File: src/rtl/ascon_sequencer.sv
// Command sequencer for an Ascon AEAD/hash core: steps through init, AD absorption,
// message encrypt/decrypt, squeeze and finalization, handshaking 128-bit blocks with the host.
module ascon_sequencer (
    input  logic         clk,
    input  logic         rst_n,
    input  logic         start,
    input  logic [1:0]   cmd,
    input  logic [31:0]  ad_len,
    input  logic [31:0]  msg_len,
    input  logic         in_valid,
    input  logic [127:0] in_data,
    output logic         in_ready,
    output logic         out_valid,
    output logic [127:0] out_data,
    input  logic [127:0] tag_in,
    output logic         busy,
    output logic         done,
    output logic         tag_ok,
    output logic [127:0] tag_out,
    input  logic         abort,
    output logic         process_en_init,
    output logic         process_en_AE_AM,
    output logic         process_en_encrypt_decrypt,
    output logic         process_en_hash,
    output logic         process_en_final,
    output logic [1:0]   sel_type,
    output logic         mode_sel_encrypt_decrypt,
    output logic [31:0]  data_length,
    output logic [31:0]  data_position,
    output logic [127:0] core_data_in,
    input  logic [127:0] core_data_out,
    input  logic [127:0] core_tag
);

    typedef enum logic [2:0] {IDLE, INIT, AD, MSG, SQZ, FINAL, DONE} state_t;
    typedef enum logic [1:0] {PH_WAIT, PH_EN1, PH_EN2} phase_t;

    state_t state, state_next;
    phase_t phase, phase_next;
    state_t after_ad, after_init;

    logic [1:0]  cmd_q;
    logic [31:0] ad_len_q, msg_len_q;
    logic [27:0] ad_blocks, msg_blocks, blk_idx;
    logic [1:0]  sq_cnt;
    logic        is_hash, last_ad, last_msg;
    logic        accept, load_in, blk_clr, blk_inc, cap_msg, cap_sqz, cap_final;

    function automatic logic [27:0] block_count(input logic [31:0] len);
        return len[31:4] + {27'd0, |len[3:0]};
    endfunction

    // Empty phases are skipped by choosing the destination ahead of time.
    always_comb begin
        is_hash  = (cmd_q == 2'd2);
        last_ad  = (blk_idx + 28'd1 == ad_blocks);
        last_msg = (blk_idx + 28'd1 == msg_blocks);
        if (is_hash)
            after_ad = SQZ;
        else if (msg_blocks != '0)
            after_ad = MSG;
        else
            after_ad = FINAL;
        after_init = (ad_blocks != '0) ? AD : after_ad;
    end

    always_ff @(posedge clk or negedge rst_n) begin
        if (!rst_n) begin
            state <= IDLE;
            phase <= PH_WAIT;
        end else begin
            state <= state_next;
            phase <= phase_next;
        end
    end

    always_comb begin
        state_next                 = state;
        phase_next                 = phase;
        accept                     = 1'b0;
        load_in                    = 1'b0;
        blk_clr                    = 1'b0;
        blk_inc                    = 1'b0;
        cap_msg                    = 1'b0;
        cap_sqz                    = 1'b0;
        cap_final                  = 1'b0;
        in_ready                   = 1'b0;
        done                       = 1'b0;
        process_en_init            = 1'b0;
        process_en_AE_AM           = 1'b0;
        process_en_encrypt_decrypt = 1'b0;
        process_en_hash            = 1'b0;
        process_en_final           = 1'b0;
        mode_sel_encrypt_decrypt   = 1'b0;
        data_length                = '0;
        data_position              = '0;
        busy                       = (state != IDLE);
        sel_type                   = (state != IDLE && is_hash) ? 2'b01 : 2'b00;

        case (state)
            IDLE: begin
                if (start && cmd != 2'd3) begin
                    accept     = 1'b1;
                    state_next = INIT;
                end
            end
            INIT: begin
                process_en_init = 1'b1;
                blk_clr         = 1'b1;
                state_next      = after_init;
                phase_next      = (after_init == SQZ) ? PH_EN1 : PH_WAIT;
            end
            AD: begin
                data_length   = ad_len_q;
                data_position = {blk_idx, 4'b0000};
                case (phase)
                    PH_WAIT: begin
                        in_ready = 1'b1;
                        if (in_valid) begin
                            load_in    = 1'b1;
                            phase_next = PH_EN1;
                        end
                    end
                    PH_EN1: begin
                        process_en_AE_AM = 1'b1;
                        phase_next       = PH_EN2;
                    end
                    default: begin
                        process_en_AE_AM = 1'b1;
                        if (last_ad) begin
                            blk_clr    = 1'b1;
                            state_next = after_ad;
                            phase_next = (after_ad == SQZ) ? PH_EN1 : PH_WAIT;
                        end else begin
                            blk_inc    = 1'b1;
                            phase_next = PH_WAIT;
                        end
                    end
                endcase
            end
            MSG: begin
                data_length              = msg_len_q;
                data_position            = {blk_idx, 4'b0000};
                mode_sel_encrypt_decrypt = cmd_q[0];
                case (phase)
                    PH_WAIT: begin
                        in_ready = 1'b1;
                        if (in_valid) begin
                            load_in    = 1'b1;
                            phase_next = PH_EN1;
                        end
                    end
                    PH_EN1: begin
                        process_en_encrypt_decrypt = 1'b1;
                        phase_next                 = PH_EN2;
                    end
                    default: begin
                        process_en_encrypt_decrypt = 1'b1;
                        cap_msg                    = 1'b1;
                        phase_next                 = PH_WAIT;
                        if (last_msg) begin
                            blk_clr    = 1'b1;
                            state_next = FINAL;
                        end else begin
                            blk_inc = 1'b1;
                        end
                    end
                endcase
            end
            SQZ: begin
                process_en_hash = 1'b1;
                if (phase == PH_EN2) begin
                    cap_sqz = 1'b1;
                    if (sq_cnt == 2'd3)
                        state_next = DONE;
                    phase_next = PH_EN1;
                end else begin
                    phase_next = PH_EN2;
                end
            end
            FINAL: begin
                process_en_final = 1'b1;
                cap_final        = 1'b1;
                state_next       = DONE;
            end
            DONE: begin
                done       = 1'b1;
                state_next = IDLE;
            end
            default: state_next = IDLE;
        endcase

        // Abort overrides everything, including a start in IDLE and a pending handshake.
        if (abort) begin
            state_next = IDLE;
            phase_next = PH_WAIT;
            in_ready   = 1'b0;
            accept     = 1'b0;
            load_in    = 1'b0;
            blk_inc    = 1'b0;
            blk_clr    = 1'b1;
            cap_msg    = 1'b0;
            cap_sqz    = 1'b0;
            cap_final  = 1'b0;
        end
    end

    always_ff @(posedge clk or negedge rst_n) begin
        if (!rst_n) begin
            cmd_q        <= '0;
            ad_len_q     <= '0;
            msg_len_q    <= '0;
            ad_blocks    <= '0;
            msg_blocks   <= '0;
            blk_idx      <= '0;
            sq_cnt       <= '0;
            core_data_in <= '0;
            out_data     <= '0;
            out_valid    <= 1'b0;
            tag_out      <= '0;
            tag_ok       <= 1'b0;
        end else begin
            out_valid <= cap_msg | cap_sqz;
            if (accept) begin
                cmd_q      <= cmd;
                ad_len_q   <= ad_len;
                msg_len_q  <= msg_len;
                ad_blocks  <= block_count(ad_len);
                msg_blocks <= block_count(msg_len);
                sq_cnt     <= '0;
                tag_out    <= '0;
                tag_ok     <= 1'b0;
            end
            if (blk_clr)
                blk_idx <= '0;
            else if (blk_inc)
                blk_idx <= blk_idx + 28'd1;
            if (load_in)
                core_data_in <= in_data;
            if (cap_msg)
                out_data <= core_data_out;
            if (cap_sqz) begin
                out_data <= {64'd0, core_data_out[63:0]};
                sq_cnt   <= sq_cnt + 2'd1;
            end
            if (cap_final) begin
                tag_out <= core_tag;
                tag_ok  <= (cmd_q == 2'd1) ? (core_tag == tag_in) : 1'b1;
            end
        end
    end

endmodule

File: config.mk
export PLATFORM = sky130hd
export DESIGN_NAME = ascon_sequencer
export DESIGN_NICKNAME = d
export VERILOG_FILES = /design/src/rtl/ascon_sequencer.sv
export SDC_FILE = /design/constraint.sdc
export NUM_CORES = 1
export LEC_CHECK = 0
export ABC_AREA = 0
export BUFFER_PORTS_ARGS = -buffer_cell sky130_fd_sc_hd__buf_2
export CAP_MARGIN = 20
export CORE_AREA = 2 2 410 412
export DETAILED_ROUTE_END_ITERATION = 8
export DIE_AREA = 0 0 412 414
export SLEW_MARGIN = 20
export SYNTH_ARGS = -nofsm -noshare
export SYNTH_HDL_FRONTEND = slang
export SYNTH_SLANG_ARGS = --single-unit
File: constraint.sdc
create_clock -name clk -period 2.9 [get_ports clk]
set_input_delay 0.58 -clock clk [delete_from_list [all_inputs] [get_ports clk]]
set_output_delay 0.58 -clock clk [all_outputs]
set_load 0.05 [all_outputs]
After elaboration in Yosys (flattened, before gate mapping)
Cells that the tools add are included.
{"block": "classes", "addsub": 4, "n_eq_ne": 24, "mux": 72, "bitwise_logic": 1, "reduce_logical": 17}
{"cell": "128-bit 2-to-1 mux", "n": 4}
{"cell": "128-bit == test", "n": 1}
{"cell": "32-bit one-hot mux with 2 select lines", "n": 1}
{"cell": "28-bit by 1-bit adder with 28-bit output", "n": 2}
{"cell": "28-bit == test", "n": 2}
{"cell": "28-bit 2-to-1 mux", "n": 2}
{"cell": "28-bit nonzero test", "n": 2}
{"cell": "1-bit 2-to-1 mux", "n": 42}
{"cell": "3-bit 2-to-1 mux", "n": 11}
{"cell": "32-bit 2-to-1 mux", "n": 1}
{"cell": "28-bit by 1-bit adder with 28-bit output, second input constant", "n": 1}
{"cell": "3-bit != test, second input constant", "n": 7}
{"cell": "3-bit one-hot mux with 6 select lines", "n": 1}
{"cell": "3-bit == test, second input constant", "n": 5}
{"cell": "2-bit 2-to-1 mux", "n": 5}
{"cell": "2-bit one-hot mux with 2 select lines", "n": 2}
{"cell": "2-bit one-hot mux with 4 select lines", "n": 1}
{"cell": "2-bit nonzero test", "n": 4}
{"cell": "4-bit OR reduction", "n": 2}
{"cell": "7-bit AND reduction", "n": 1}
{"cell": "2-bit == test, second input constant", "n": 3}
{"cell": "3-bit by 2-bit == test with 1-bit output, second input constant", "n": 2}
{"cell": "5-bit nonzero test", "n": 1}
{"cell": "2-bit by 1-bit == test with 1-bit output, second input constant", "n": 2}
{"cell": "other kinds (11)", "n": 13}
{"block": "totals", "ff_bits": 543, "input_bits": 583, "wordCells": 132}

Logic depth before layout (Yosys ltp)
{"block": "logic_depth", "ltp_word": 9, "mapped_depth": 13}

Worst setup path before layout
Ideal clock, no wire load.
{"block": "synth_timing", "path_kind": "input -> register", "from": "in abort", "to": "reg core_data_in[107]", "setup_time_ns": 0.125, "arrival_ns": 3.348, "t_required_ns": 2.775, "slack_ns": -0.573, "cell_stages": 6, "cell_sequence": "clkbuf_1 > nor4_1 > nand2_1 > clkbuf_1 > clkbuf_1 > mux2_2"}
{"block": "synth_via", "elab_chain_len": 1}
{"element": "start, declared", "line": "20", "rtl": "input logic abort,"}
{"element": "1-bit 2-to-1 mux", "line": "194", "rtl": "if (abort) begin"}
{"element": "end signal, assigned", "line": "239", "rtl": "core_data_in <= in_data;"}
{"element": "end, declared", "line": "30", "rtl": "output logic [127:0] core_data_in,"}
Every way passes these cells.
A chain may end at the register's enable or synchronous reset.

Final worst setup path
{"block": "layout_timing", "from": "reg blk_idx[16]", "to": "reg blk_idx[12]"}
{"block": "layout_via", "elab_chain_len": 7, "word_cells_on_any_way": 17, "classes_between": "1 x add/sub; 2 x eq/ne; 13 x mux; 1 x reduce/logical"}
{"element": "start, declared", "line": "44", "rtl": "logic [27:0] ad_blocks, msg_blocks, blk_idx;"}
{"element": "start signal, assigned", "line": "237", "rtl": "blk_idx <= blk_idx + 28'd1;"}
{"element": "28-bit by 1-bit adder with 28-bit output *", "line": "56, 57"}
{"element": "28-bit == test (on tied branches)", "line": "57, 56"}
{"element": "1-bit 2-to-1 mux (on tied branches)", "line": "161, 130"}
{"element": "1-bit 2-to-1 mux (on tied branches)", "line": "145, 116"}
{"element": "1-bit one-hot mux with 3 select lines or 1-bit one-hot mux with 2 select lines (tied branches)", "line": "100", "rtl": "case (state)"}
{"element": "1-bit 2-to-1 mux", "line": "194"}
{"element": "28-bit 2-to-1 mux or 2-bit nonzero test (tied branches)"}
Every way passes the cells marked *; elsewhere a longest branch is shown, timed or not.

==> flow_summary.ini <==
[synth]
synth_area_per_cell_sq_um = 10.1
synth_top_area_share_pct = 50.8
synth_seq_area_share_pct = 50.8
yosysWarnings = 0
synth_top_flop_cell = dfrtp_1
ys_seq_elements = 543
synthCells = 2647
synth_top_cells_by_count = dfrtp_1 (543), nand2_1 (475), mux2_2 (266), xnor2_1 (164), o21ai_0 (148)
synth_area_sq_um = 26800
synth_area_leaders = dfrtp_1 (51%), mux2_2 (11%), nand2_1 (6.7%)
yosysMostFrequentCell = dfrtp_1
yosys.area.top_type = dfrtp_1
synth_edf_count = 0
async_flop_share_pct = 100
synth_cell_types = 75

[critical_path]
reg2reg_depth = 10
critPathLaunch = blk_idx[16]
r2r_slack_ns = -0.18
start_kind = register
r2r-start = blk_idx[16]
crit_type = reg -> reg
end_kind = register
path_max_fanout = 9
r2r-end = blk_idx[12]
cp.required_ns = 3.47
arrival_ns = 3.66

[route]
vias = 27500
routedWlPerCell_microns = 31.0
wl_mm = 193
drtAntennaViolNets = 0
remaining_drc_errors = 0
dr.pass1.iters = 5
drt_first_iter_violations = 2843
vias_per_cell = 4.41

[final_layout]
finalNonFillerCells = 6231
multi_input_area_sq_um = 12900
layout.area.seq_sq_um = 13600
fin_nets = 4488
drive_above_1_share_pct = 46.8
final.fill_count = 18200
fin_area_sq_um = 40100
syn2layout_area_growth_pct = 49.7

[hold_path]
worstHoldEndpoint = core_data_in[65]
worstHoldPathCells = 2
min_path_type = in -> reg
min_from = in_data[65]

[flow_run]
max_cap_violations = 0

[timing]
tightest_slew_ns = 0.939
rsz0062_at_grt = yes
fin_worst_skew_ns = 0.0487
drv_slew = 0
fmax_ghz = 0.324
min_period_ns = 3.08
fin_tns_setup_ns = -3.24
setup_ws_ns = -0.182
max_slew_margin_pct = 37.4
fin_crit_sh_pct = 106
hold_viol_final = 0
setup_violations = 29

[outcome]
violations = setup timing
status = complete, but fails checks

[grt]
grt_usage_pct = 21.9
grt_pass1_wl_mm = 250
grt_max_degree = 136
grt_antenna_before_repair = 157
grt_pass1_vias = 26100
grt.overflow.total = 0

[floorplan]
core_area_sq_um = 166000
fp.dieH_microns = 414
start_util_pct = 16.1
die_area_sq_um = 171000
ios = 1044
die_w_microns = 412
rows = 150

[clocking]
clockBufferDepth = 3
cts.sinks = 543
root_buffer = clkbuf_16
cts_buffers = 73
cts_tree = built
htree_levels = 3
clkTransAtPathRegs_ns = 0.08
insertion_delay_ns = 0.70

[place]
post_dp_cell_area_sq_um = 36600
detailed_place_hpwl_mm = 164
place.gp.congestion = 1.04
port_buffers = 1038
placed_cells = 5996

[power_and_ir_drop]
p_per_area_nw_per_um2 = 819
peakVddDrop_uv = 689
p_sw_share_pct = 42.0
leakagePower_nw = 18.7
intPower_mw = 19.0
seq_power_share_pct = 33.8
p_comb_share_pct = 36.9
power_switching_mw = 13.8
power_mw = 32.8
p_clk_share_pct = 29.3
[worst max-delay path by stage]
stage	slack [ns]	cells after the start	endpoint
2_1_floorplan	0.01	10	blk_idx[20]
3_5_place_dp	-0.40	12	blk_idx[16]
5_1_grt	-0.29	11	blk_idx[3]
3_3_place_gp	-0.40	12	blk_idx[12]
6_report	-0.18	10	blk_idx[12]
4_1_cts	-0.16	11	blk_idx[12]
[sequential cells by signal, indices dropped and copies added, names as in the netlist]
register	cells
out_valid	1
msg_blocks	28
sq_cnt	2
blk_idx	28
tag_ok	1
state	3
msg_len_q	32
phase	2
cmd_q	2
ad_blocks	28
tag_out	128
core_data_in	128
out_data	128
ad_len_q	32
[through the flow]
stage / hold slack [ns] / utilization (%) / worst slack [ns]
4_1_cts: 0.0316 / 23.9 / -0.158
6_report: 0.118 / 24.1 / -0.182
3_3_place_gp: 0.483 / 22.0 / -0.397
5_1_grt: 0.0742 / 24.0 / -0.295
2_1_floorplan: 0.284 / - / 0.0128
3_5_place_dp: 0.487 / 22.0 / -0.399
[area by class of cell]
type	instances	share of cell area, %
sequential	543	34.0
clock inverter	30	1.13
multi-input combinational	1905	32.1
tap	2204	6.88
inverter	26	0.244
timing repair buffer	1350	20.1
clock buffer	101	5.17
antenna	72	0.450
[what timing repair did]
action | CTS | global route
hold buffers | 1 | 0
pin swaps | 22 | 18
gates cloned | 1 | 1
setup endpoints to repair | 80 | 34
setup buffers | 25 | 5
endpoints found under the hold margin | 42 | 0
resized for setup | 98 | 37
[placed cells by master, fill, tap and decap left out, types with 9 or more instances in the layout]
cell type,instances
and2_1,31
diode_2,72
clkbuf_16,74
a31oi_1,20
nor2b_1,13
clkbuf_1,14
a21oi_1,145
clkinv_2,9
nor4_2,9
inv_1,25
nand2_1,471
buf_12,30
mux2_2,265
nand2b_1,9
o22ai_1,15
and3_1,21
o21ai_0,140
clkbuf_8,14
dfrtp_1,528
buf_2,1023
nor2_1,127
nand3_1,65
xor2_1,64
buf_4,285
nor4_1,31
nand3_2,12
nand4_1,65
dfrtp_2,15
nor3_1,31
xnor2_1,162
mux2i_1,34
[routing by layer]
metal  GRT usage, %  vias to the layer above  wire (microns)
li1               -                    11800               -
met1           30.4                    13800           86700
met2           31.3                     1470           80400
met3           8.74                      362           21000
met4           5.46                       42            5050
met5              0                        -             275
[power by group through the flow]
stage / Sequential, mW / Combinational (mW) / Clock, mW
floorplan: 14.0 / 4.09 / 0
CTS: 11.1 / 12.1 / 9.90
global route: 11.3 / 12.8 / 10.2
global placement: 11.1 / 11.8 / 0
finish: 11.1 / 12.1 / 9.63
detailed placement: 11.2 / 11.8 / 0
[cells by family after synthesis]
| kind of cell | after synthesis | share of synthesized area, % |
|---|---|---|
| compound gates | 382 | 8.00 |
| xor+xnor | 234 | 7.92 |
| fa+ha+maj | 6 | 0.280 |
| buf+inv | 203 | 3.15 |
| flops | 543 | 50.8 |
| mux | 302 | 12.5 |
| other cells | 1 | 0.0140 |
| simple gates | 976 | 17.3 |
[worst max-delay path, stage by stage, from the launching register on]
cell and delay [ns]:
dfrtp_1 0.41, nand4_2 0.15, or4_4 0.53, or4b_4 0.58, nand4_1 0.11, a211oi_2 0.05, nand4_1 0.17, o22a_4 0.25
buf_12 0.14, or4b_1 0.42, a31oi_1 0.13
Power figures use the tool's default switching activity.
